[src/rtl/gather_buffer.sv]
// Gathers the serial fp32 result stream from lane0 into NrLanes x ELEN store beats.
// Two beat slots ping-pong: one fills from lane0 while the other drains per lane.

package gather_buffer_pkg;
  localparam int unsigned ELEN    = 64;
  localparam int unsigned FpWidth = 32;

  typedef logic [ELEN-1:0] elen_t;

  typedef enum logic {
    IDLE = 1'b0,
    RUN  = 1'b1
  } state_e;
endpackage

module gather_buffer
  import gather_buffer_pkg::*;
#(
  parameter int unsigned NrLanes  = 4,
  parameter int unsigned MAX_GLEN = 32,
  parameter int unsigned LenWidth = $clog2(MAX_GLEN) + 1
) (
  input  logic                      clk_i,
  input  logic                      rst_ni,
  input  logic                      start_i,
  input  logic [LenWidth-1:0]       len_i,
  input  logic                      abort_i,
  output logic                      busy_o,
  output logic                      done_o,
  input  logic [FpWidth-1:0]        gt_data_i,
  input  logic                      gt_valid_i,
  output logic                      gt_ready_o,
  output elen_t [NrLanes-1:0]       stu_operand_o,
  output logic  [NrLanes-1:0]       stu_operand_valid_o,
  input  logic  [NrLanes-1:0]       stu_operand_ready_i,
  output logic                      dbg_state_o
);

  // Handshakes: a transfer happens on every rising clk_i where valid and ready
  // are both high; valid never depends on ready, and an offered item is held
  // until it is taken.

  localparam int unsigned B    = 2 * NrLanes;
  localparam int unsigned IdxW = (B > 1) ? $clog2(B) : 1;

  if (MAX_GLEN % NrLanes != 0) begin : g_bad_cfg
    $error("gather_buffer: MAX_GLEN must be a multiple of NrLanes");
  end

  state_e                    state_q;
  elen_t [NrLanes-1:0]       slot_data_q  [2];
  logic  [NrLanes-1:0]       slot_valid_q [2];
  logic                      wr_ptr_q;
  logic                      rd_ptr_q;
  logic  [IdxW-1:0]          idx_q;
  logic  [LenWidth-1:0]      remaining_q;
  logic  [LenWidth-1:0]      beats_left_q;
  logic                      done_zero_q;

  logic                      wr_empty;
  logic                      fill_hs;
  logic                      close_beat;
  logic  [NrLanes-1:0]       rd_valid;
  logic  [NrLanes-1:0]       drain_fire;
  logic  [NrLanes-1:0]       rd_valid_next;
  logic                      rd_drained;
  logic                      last_drain;
  logic  [LenWidth:0]        len_round;
  logic  [LenWidth-1:0]      start_beats;
  elen_t [NrLanes-1:0]       beat_d;

  // Fill side.
  assign wr_empty   = ~|slot_valid_q[wr_ptr_q];
  assign gt_ready_o = (state_q == RUN) && wr_empty && (remaining_q != '0);
  assign fill_hs    = gt_valid_i && gt_ready_o;
  assign close_beat = fill_hs &&
                      ((idx_q == IdxW'(B - 1)) || (remaining_q == LenWidth'(1)));

  // Drain side: each lane retires its own valid bit.
  assign rd_valid      = slot_valid_q[rd_ptr_q];
  assign drain_fire    = rd_valid & stu_operand_ready_i;
  assign rd_valid_next = rd_valid & ~drain_fire;
  assign rd_drained    = (|rd_valid) && (rd_valid_next == '0);
  assign last_drain    = rd_drained && (beats_left_q == LenWidth'(1));

  assign stu_operand_o       = slot_data_q[rd_ptr_q];
  assign stu_operand_valid_o = rd_valid;

  assign busy_o      = (state_q == RUN);
  assign done_o      = done_zero_q || (last_drain && !abort_i);
  assign dbg_state_o = state_q;

  // Beat count is ceil(len / B).
  assign len_round   = {1'b0, len_i} + (LenWidth + 1)'(B - 1);
  assign start_beats = LenWidth'(len_round / (LenWidth + 1)'(B));

  // The first element of a beat clears the slot, so positions never written
  // before the beat closes read back as zero padding.
  always_comb begin
    beat_d = (idx_q == '0) ? '0 : slot_data_q[wr_ptr_q];
    for (int e = 0; e < B; e++) begin
      if (idx_q == IdxW'(e)) begin
        beat_d[e % NrLanes][FpWidth*(e / NrLanes) +: FpWidth] = gt_data_i;
      end
    end
  end

  always_ff @(posedge clk_i or negedge rst_ni) begin
    if (!rst_ni) begin
      state_q         <= IDLE;
      slot_data_q[0]  <= '0;
      slot_data_q[1]  <= '0;
      slot_valid_q[0] <= '0;
      slot_valid_q[1] <= '0;
      wr_ptr_q        <= 1'b0;
      rd_ptr_q        <= 1'b0;
      idx_q           <= '0;
      remaining_q     <= '0;
      beats_left_q    <= '0;
      done_zero_q     <= 1'b0;
    end else begin
      done_zero_q <= 1'b0;
      if (abort_i) begin
        state_q         <= IDLE;
        slot_valid_q[0] <= '0;
        slot_valid_q[1] <= '0;
        wr_ptr_q        <= 1'b0;
        rd_ptr_q        <= 1'b0;
        idx_q           <= '0;
        remaining_q     <= '0;
        beats_left_q    <= '0;
      end else begin
        case (state_q)
          IDLE: begin
            if (start_i) begin
              if (len_i == '0) begin
                done_zero_q <= 1'b1;
              end else begin
                state_q         <= RUN;
                remaining_q     <= len_i;
                beats_left_q    <= start_beats;
                idx_q           <= '0;
                wr_ptr_q        <= 1'b0;
                rd_ptr_q        <= 1'b0;
                slot_valid_q[0] <= '0;
                slot_valid_q[1] <= '0;
              end
            end
          end
          RUN: begin
            if (fill_hs) begin
              slot_data_q[wr_ptr_q] <= beat_d;
              remaining_q           <= remaining_q - LenWidth'(1);
              if (close_beat) begin
                slot_valid_q[wr_ptr_q] <= '1;
                idx_q                  <= '0;
                wr_ptr_q               <= ~wr_ptr_q;
              end else begin
                idx_q <= idx_q + IdxW'(1);
              end
            end
            // A closing write needs an empty write slot, so it never targets
            // the slot currently draining.
            if (|drain_fire) begin
              slot_valid_q[rd_ptr_q] <= rd_valid_next;
            end
            if (rd_drained) begin
              rd_ptr_q     <= ~rd_ptr_q;
              beats_left_q <= beats_left_q - LenWidth'(1);
              if (last_drain) begin
                state_q <= IDLE;
              end
            end
          end
          default: state_q <= IDLE;
        endcase
      end
    end
  end

endmodule

[config.mk]
export PLATFORM = sky130hd
export DESIGN_NAME = gather_buffer
export DESIGN_NICKNAME = d
export VERILOG_FILES = /design/src/rtl/gather_buffer.sv
export SDC_FILE = /design/constraint.sdc
export NUM_CORES = 1
export LEC_CHECK = 0
export BUFFER_PORTS_ARGS = -buffer_cell sky130_fd_sc_hd__buf_4
export CORE_MARGIN = 2
export CORE_UTILIZATION = 64
export CTS_CLUSTER_DIAMETER = 200
export CTS_CLUSTER_SIZE = 25
export DETAILED_ROUTE_END_ITERATION = 16
export GPL_ROUTABILITY_DRIVEN = 0
export PLACE_DENSITY = 0.94
export SYNTH_ARGS = -nofsm -noshare
export SYNTH_HDL_FRONTEND = slang
export SYNTH_SLANG_ARGS = --single-unit
[constraint.sdc]
create_clock -name clk_i -period 3.8 [get_ports clk_i]
set_clock_uncertainty 0.1 [all_clocks]
set_input_delay 0.19 -clock clk_i [delete_from_list [all_inputs] [get_ports clk_i]]
set_output_delay 0.19 -clock clk_i [all_outputs]
set_load 0.01 [all_outputs]
==> results.cfg, run 1 <==
[status]
outcome = finished clean

[synthesis]
synthesis.yosys.warnings = 0
synth_cells = 2802
synth_top_cell_area_share = 0.486
synth_enable_flop_cells = 0
ys_types = 56
post_synthesis_cell_type_with_the_largest_combined_area = sky130_fd_sc_hd__dfrtp_1
post_synth_main_area_contributors = sky130_fd_sc_hd__dfrtp_1 (49%), sky130_fd_sc_hd__mux2_2 (16%), sky130_fd_sc_hd__a21oi_1 (11%)
synth-seq-cells = 539
synth.net_count = 2859
netlist_area_um2 = 27700
ys_top_cells_by_count = sky130_fd_sc_hd__nor2_1 (596), sky130_fd_sc_hd__a21oi_1 (583), sky130_fd_sc_hd__dfrtp_1 (539)
post_synth.cell_area_avg_um2 = 9.90
async_flop_share = 1.00
synth_sequential_area_ratio = 0.486
synth_most_common_cell = sky130_fd_sc_hd__nor2_1
dominantRegCellSynth = sky130_fd_sc_hd__dfrtp_1

[global_route]
grt_util_all_layers = 0.367
wire_length_of_the_first_global_routing_pass_mm = 127
via_count_of_the_first_global_routing_pass = 22400
grt_antenna_before_repair = 6
grt_max_degree = 184
grt-ovfl-total = 0

[timing]
final_max_tran_viols = 0
setup_tns_ns = 0
fmax_mhz = 300
final.min_clock_period_ns = 3.33
timing_hold_violations_final = 0
final.period_utilization = 0.876
timing.final.ws_setup_ns = 0.470
worstMarginPinSlew_ns = 0.991
setup_repair_after_global_routing_missed_its_margin = false
timing.final.setup_violations = 0
tightest_slew_margin_relative_to_the_limit = 0.339

[detailed_routing]
remaining_drc_errors = 0
num_vias = 23300
finalWirelength_mm = 84.1
detail_route.wl_per_cell_um = 23.7
route.detailed.vias_per_inst = 6.55
drtIter0Drc = 3128
antenna_violating_nets_post_route = 0
detailedRoute.firstPassIterationCount = 8

[floorplanning]
floorplan.die.height_um = 212
initial_core_util = 0.647
floorplan.core_area_um2 = 42900
die-area_um2 = 45000
ios = 311
die_x_um = 212
number_of_core_rows = 76

[cells_and_area]
multiInputGateArea_um2 = 13100
finish.net_count = 3021
filler_cell_count = 2781
seqCellArea_um2 = 13500
fraction_of_layout_instances_using_a_drive_strength_above_1 = 0.263
utilization = 0.727
area.growth.synth_to_final_pct = 12.4

[critical_path]
arrival_ns = 3.04
rrSetupSlack_ns = 0.70
cell_at_the_slowest_stage_of_the_critical_path = sky130_fd_sc_hd__dfrtp_4
regToRegStartpoint = busy_o
crit_path_max_incr_delay_ns = 0.56
setup.worst_path.start_class = register
reg2regPathDepth = 5
critPathMaxFanout = 11
timing.setup.critical_path_class = register to output port
worstPathCellList = mux2i_1, o22ai_1, or3_4, or4_1, o21bai_1, buf_4
worst_ep_required_time_ns = 3.51
r2r-end = slot_data_q[266]
worst_setup_path_end_kind = output port

[pwr]
power.ir.vdd_worst_mv = 0.408
internal_power_consumption_mw = 11.6
cellLeakagePower_nw = 13.6
p_sw_mw = 6.17
sw_frac_of_total = 0.348
p_clk_frac = 0.170
power_per_cell_area_nw_per_um2 = 569
share_seq_of_total_power = 0.444
comb_power_share = 0.385

[clock_network]
holdBufCountCts = 29
cts_root_buffer = sky130_fd_sc_hd__clkbuf_16
cts_post_setup_buffers_inserted = 0
cts_tree = yes
numCtsBuffers = 25
clk_latency_ns = 0.59
clkSlewWorstSetupHoldPaths_ns = 0.11
cts.sink_count = 539
cts-htree-levels = 1
cts_buffer_depth = 3
cts.repair.resized = 0

[placed_design]
place_ws_ns = 0.816
io_buffer_count = 310
detailedPlacementHpwl_mm = 50.7

[worst_hold_path]
hold_path_startpoint = gt_data_i[20]
hold_end = slot_data_q[276]
min-delay-path-class = primary input to register
timing.hold.worst_path_depth = 2

[flow_run]
max_cap_violations = 0
==> power by group through the flow <==
stage / clock (mW) / combinational (mW) / sequential (mW)
after floorplan: 0 / 3.72 / 7.65
after global placement: 0 / 6.46 / 7.77
after detailed placement: 0 / 6.67 / 7.93
after CTS: 3.02 / 6.76 / 7.82
after global routing: 3.23 / 7.28 / 8.01
final: 3.02 / 6.83 / 7.88
==> state kept, by name, summed over array words and instances, names as in the netlist <==
register,count
rd_ptr_q,1
done_zero_q,1
idx_q,3
slot_valid_q,8
remaining_q,6
busy_o,1
beats_left_q,6
wr_ptr_q,1
slot_data_q,512
==> layout make-up <==
type,instances,share of cell area
inverter,18,0.00217
sequential,539,0.433
timing repair buffer,378,0.0991
clock inverter,1,0.000522
multi-input combinational,2002,0.421
antenna,3,0.000241
tap,585,0.0235
clock buffer,26,0.0202
==> layer usage <==
layer	track usage	part of all wire	up-vias
met5	0	0	-
met3	0.0600	0.095	341
met1	0.490	0.37	11500
met2	0.563	0.46	1473
met4	0.230	0.076	0
li1	-	-	9982
==> critical path, delay by kind of cell (launching register included) <==
family / cells / cell delay (ns)
flip-flops: 1 / 0.56
multiplexers: 1 / 0.41
AO/OA/AOI/OAI: 2 / 0.38
buffers and inverters: 1 / 0.14
AND/OR/NAND/NOR: 2 / 0.95
==> per-stage QoR <==
step	cells	power, mW	hold WS (ns)	instance area, um^2
floorplan	2802	11.4	-0.206	27700
finish	3552	17.7	0.0292	31200
detailed placement	3490	14.6	0.267	30200
global placement	3490	14.2	0.259	30200
global route	3549	18.5	0.00219	31200
CTS	3546	17.6	0.00153	31100
==> placed cells by master (no fill, tap or decap), types with 4 or more instances in the layout <==
master,n
sky130_fd_sc_hd__a21oi_1,583
sky130_fd_sc_hd__o22ai_1,4
sky130_fd_sc_hd__nand2b_1,8
sky130_fd_sc_hd__a221oi_1,5
sky130_fd_sc_hd__xnor2_1,5
sky130_fd_sc_hd__a31oi_1,4
sky130_fd_sc_hd__ha_1,10
sky130_fd_sc_hd__nand3_1,6
sky130_fd_sc_hd__o221a_2,5
sky130_fd_sc_hd__or3_1,5
sky130_fd_sc_hd__inv_1,18
sky130_fd_sc_hd__dfrtp_1,537
sky130_fd_sc_hd__mux2i_1,228
sky130_fd_sc_hd__nor2b_1,4
sky130_fd_sc_hd__nor4_1,5
sky130_fd_sc_hd__clkbuf_16,25
sky130_fd_sc_hd__buf_4,332
sky130_fd_sc_hd__mux2_2,385
sky130_fd_sc_hd__nor3_1,4
sky130_fd_sc_hd__o21ai_0,45
sky130_fd_sc_hd__nor2_1,594
sky130_fd_sc_hd__nand2_1,50
sky130_fd_sc_hd__dlygate4sd3_1,32
sky130_fd_sc_hd__buf_12,13
==> logic make-up (layout without fill, tap and decap cells) <==
family,count (synthesis),count (layout),synth area share
AND/OR/NAND/NOR,704,704,0.102
buffers and inverters,261,423,0.0413
other,0,3,0
flip-flops,539,539,0.486
adder cells (fa/ha/maj),10,10,0.00451
XOR/XNOR,5,5,0.00158
AO/OA/AOI/OAI,668,668,0.125
multiplexers,615,615,0.240
==> how the worst max path moves through the flow <==
stage / from / to / slack [ns] / cells after the start
detailed placement: busy_o / slot_data_q[266] / 0.82 / 5
CTS: rd_ptr_q / done_o / 0.58 / 6
floorplan: remaining_q[0] / slot_data_q[10] / 1.56 / 7
global route: rd_ptr_q / done_o / 0.33 / 6
finish: rd_ptr_q / done_o / 0.47 / 6
global placement: busy_o / slot_data_q[270] / 0.97 / 4
No activity file was read; power rests on OpenSTA's default activity.
==> inputs of run 2 (changes only) <==
--- a/config.mk
+++ b/config.mk
@@ -7,12 +7,12 @@
 export LEC_CHECK = 0
 export BUFFER_PORTS_ARGS = -buffer_cell sky130_fd_sc_hd__buf_4
 export CORE_MARGIN = 2
-export CORE_UTILIZATION = 64
+export CORE_UTILIZATION = 57
 export CTS_CLUSTER_DIAMETER = 200
 export CTS_CLUSTER_SIZE = 25
 export DETAILED_ROUTE_END_ITERATION = 16
 export GPL_ROUTABILITY_DRIVEN = 0
-export PLACE_DENSITY = 0.94
+export PLACE_DENSITY = 0.86
 export SYNTH_ARGS = -nofsm -noshare
 export SYNTH_HDL_FRONTEND = slang
 export SYNTH_SLANG_ARGS = --single-unit
==> constraint.sdc (replaced) <==
create_clock -name clk_i -period 3.8 [get_ports clk_i]
set_clock_uncertainty 0.1 [all_clocks]
set_input_delay 1.14 -clock clk_i [delete_from_list [all_inputs] [get_ports clk_i]]
set_output_delay 1.14 -clock clk_i [all_outputs]
set_load 0.01 [all_outputs]
==> run 2 against run 1 <==
The flow now finishes with violations (negative setup slack). Register-to-register slack better by 0.16 ns. Via count is 2.2% lower. Fmax is 14% lower. Sequential share of layout area is 0.14 points lower. Critical path depth is 1 higher. Total power is 0.71% lower. Critical path type unchanged. Cell count is 0.68% higher. Combinational power is 1% lower. Worst hold slack better by 0.38 ns. Highest routed layer unchanged. Design area is 0.32% higher. First-iteration DRC count is 19% lower.
==> results.cfg, run 2 (synthesis results as in run 1) <==
[cells_and_area]
layout_commonest_cell = sky130_fd_sc_hd__nor2_1
max_flop_register = slot_data_q
area.growth.synth_to_final_pct = 12.7
fraction_of_layout_instances_using_a_drive_strength_above_1 = 0.273
largest_register_ff_count = 512
most-common-layout-cells = sky130_fd_sc_hd__nor2_1 (594), sky130_fd_sc_hd__a21oi_1 (583), sky130_fd_sc_hd__dfrtp_1 (537), sky130_fd_sc_hd__mux2_2 (385), sky130_fd_sc_hd__buf_4 (343)
largest_registers = slot_data_q: 512 flops, slot_valid_q: 8 flops
finish.net_count = 3011

[global_route]
grt_max_degree = 170
grt-ovfl-total = 0
grt_util_all_layers = 0.320
via_count_of_the_first_global_routing_pass = 22300
wire_length_of_the_first_global_routing_pass_mm = 125
grt_antenna_before_repair = 4

[timing]
tightest_slew_margin_relative_to_the_limit = 0.349
setup_tns_ns = -0.0525
final.period_utilization = 1.01
setup_repair_after_global_routing_missed_its_margin = true
final.min_clock_period_ns = 3.85
timing.final.ws_setup_ns = -0.0525
timing_hold_violations_final = 0
timing.final.setup_violations = 1
fmax_mhz = 260
final_max_tran_viols = 0
worstMarginPinSlew_ns = 0.976
whs_ns = 0.408

[pwr]
share_seq_of_total_power = 0.446
p_sw_mw = 6.04
comb_power_share = 0.384
sw_frac_of_total = 0.343
cellLeakagePower_nw = 13.7
internal_power_consumption_mw = 11.6
fin_total_pwr_mw = 17.6
power_per_cell_area_nw_per_um2 = 563
p_clk_frac = 0.170
power.ir.vdd_worst_mv = 0.487

[detailed_routing]
antenna_violating_nets_post_route = 0
remaining_drc_errors = 0
detailedRoute.firstPassIterationCount = 8
finalWirelength_mm = 83.3
drtIter0Drc = 2520
num_vias = 22800
detail_route.wl_per_cell_um = 23.3
route.detailed.vias_per_inst = 6.36

[critical_path]
cell_at_the_slowest_stage_of_the_critical_path = sky130_fd_sc_hd__dfrtp_4
timing.setup.critical_path_class = register to output port
worst_setup_path_end_kind = output port
regToRegStartpoint = busy_o
arrival_ns = 2.61
worstPathCellList = buf_12, mux2i_4, o22ai_2, or3_4, or4_1, o21bai_1, buf_4
setup.worst_path.start_class = register
crit_path_max_incr_delay_ns = 0.51
r2r-end = slot_data_q[156]
critPathMaxFanout = 6
reg2regPathDepth = 7
rrSetupSlack_ns = 0.86
worst_ep_required_time_ns = 2.56

[clock_network]
cts_tree = yes
holdBufCountCts = 0
cts-htree-levels = 1
cts.sink_count = 539
clkSlewWorstSetupHoldPaths_ns = 0.10
numCtsBuffers = 25
cts_root_buffer = sky130_fd_sc_hd__clkbuf_16
cts_buffer_depth = 3
clk_latency_ns = 0.59

[placed_design]
detailedPlacementHpwl_mm = 51.4
io_buffer_count = 310

[worst_hold_path]
hold_path_startpoint = slot_data_q[6]
min-delay-path-class = register to register
hold_end = slot_data_q[6]
timing.hold.worst_path_depth = 1

[status]
outcome = complete, but fails checks
violations = negative setup slack

[flow_run]
max_cap_violations = 0

[floorplanning]
ios = 311
die-area_um2 = 50400
die_x_um = 225
initial_core_util = 0.580
floorplan.core_area_um2 = 47800
floorplan.die.height_um = 225
number_of_core_rows = 80
[run 2: cell types whose count changed in the layout (fill, tap and decap cells not counted)]
cell	before	now
sky130_fd_sc_hd__buf_4	332	343
sky130_fd_sc_hd__mux2i_4	0	4
sky130_fd_sc_hd__o22ai_2	0	2
sky130_fd_sc_hd__clkbuf_16	25	27
sky130_fd_sc_hd__buf_16	0	2
sky130_fd_sc_hd__mux2i_1	228	225
sky130_fd_sc_hd__buf_6	0	1
sky130_fd_sc_hd__dlygate4sd3_1	32	0
sky130_fd_sc_hd__o22ai_1	4	2
sky130_fd_sc_hd__clkbuf_8	0	1
sky130_fd_sc_hd__clkbuf_1	1	2
sky130_fd_sc_hd__mux2i_2	1	0
sky130_fd_sc_hd__buf_12	13	18
sky130_fd_sc_hd__diode_2	3	6
[run 2: area by class of cell]
type	instances	area, um^2
diodes	6	15.0
flip-flops and latches	539	13500
clock buffers	27	633
repair buffers	368	3080
inverters	18	67.6
fillers	3490	16600
clock inverters	1	16.3
well taps	615	769
multi-input cells	2002	13200
[run 2: power groups by stage]
stage | clock (mW) | sequential [mW] | combinational, mW
finish | 2.99 | 7.85 | 6.75
global route | 3.22 | 7.99 | 7.20
CTS | 3.04 | 7.80 | 6.72
detailed placement | 0 | 7.92 | 6.64
global placement | 0 | 7.76 | 6.45
floorplan | 0 | 7.65 | 3.72
[run 2: worst max-delay path by stage]
| stage | start | to | slack, ns | depth (start not counted) |
|---|---|---|---|---|
| 6_report | rd_ptr_q | done_o | -0.05 | 7 |
| 3_3_place_gp | stu_operand_ready_i[0] | done_o | 0.07 | 6 |
| 2_1_floorplan | stu_operand_ready_i[0] | done_o | 0.21 | 4 |
| 3_5_place_dp | stu_operand_ready_i[2] | done_o | 0.09 | 6 |
| 5_1_grt | rd_ptr_q | done_o | -0.13 | 7 |
| 4_1_cts | rd_ptr_q | done_o | -0.08 | 7 |
[run 2: metrics by stage]
step / instances / area, um^2 / worst slack, ns / util
floorplan: 2802 / 27700 / 0.215 / -
global placement: 3535 / 30400 / 0.0665 / 0.636
detailed placement: 3535 / 30400 / 0.0896 / 0.636
CTS: 3568 / 31200 / -0.0804 / 0.652
global route: 3570 / 31300 / -0.133 / 0.653
finish: 3576 / 31300 / -0.0525 / 0.653
[run 2: layer usage]
metal / track usage / part of all wire / up-vias
met5: 0 / 0 / -
met4: 0.170 / 0.055 / 0
met3: 0.0464 / 0.089 / 214
met2: 0.508 / 0.47 / 1191
met1: 0.427 / 0.39 / 11400
li1: - / - / 9952
[run 2: critical path: cells and delay by family, from the launching register on]
| kind | cells | cell delay, ns |
|---|---|---|
| DFF | 1 | 0.51 |
| muxes | 1 | 0.20 |
| and+or+nand+nor | 2 | 0.77 |
| AOI/OAI and AO/OA | 2 | 0.24 |
| buffers and inverters | 2 | 0.30 |
[run 2: repair_timing]
action | 4_1_cts | 5_1_grt
endpoints found under the setup margin | 223 | 173
endpoints found under the hold margin | 0 | 0
resized for setup | 13 | 1
setup buffers | 5 | 0
cloned | 0 | 2
pin swaps | 4 | 1
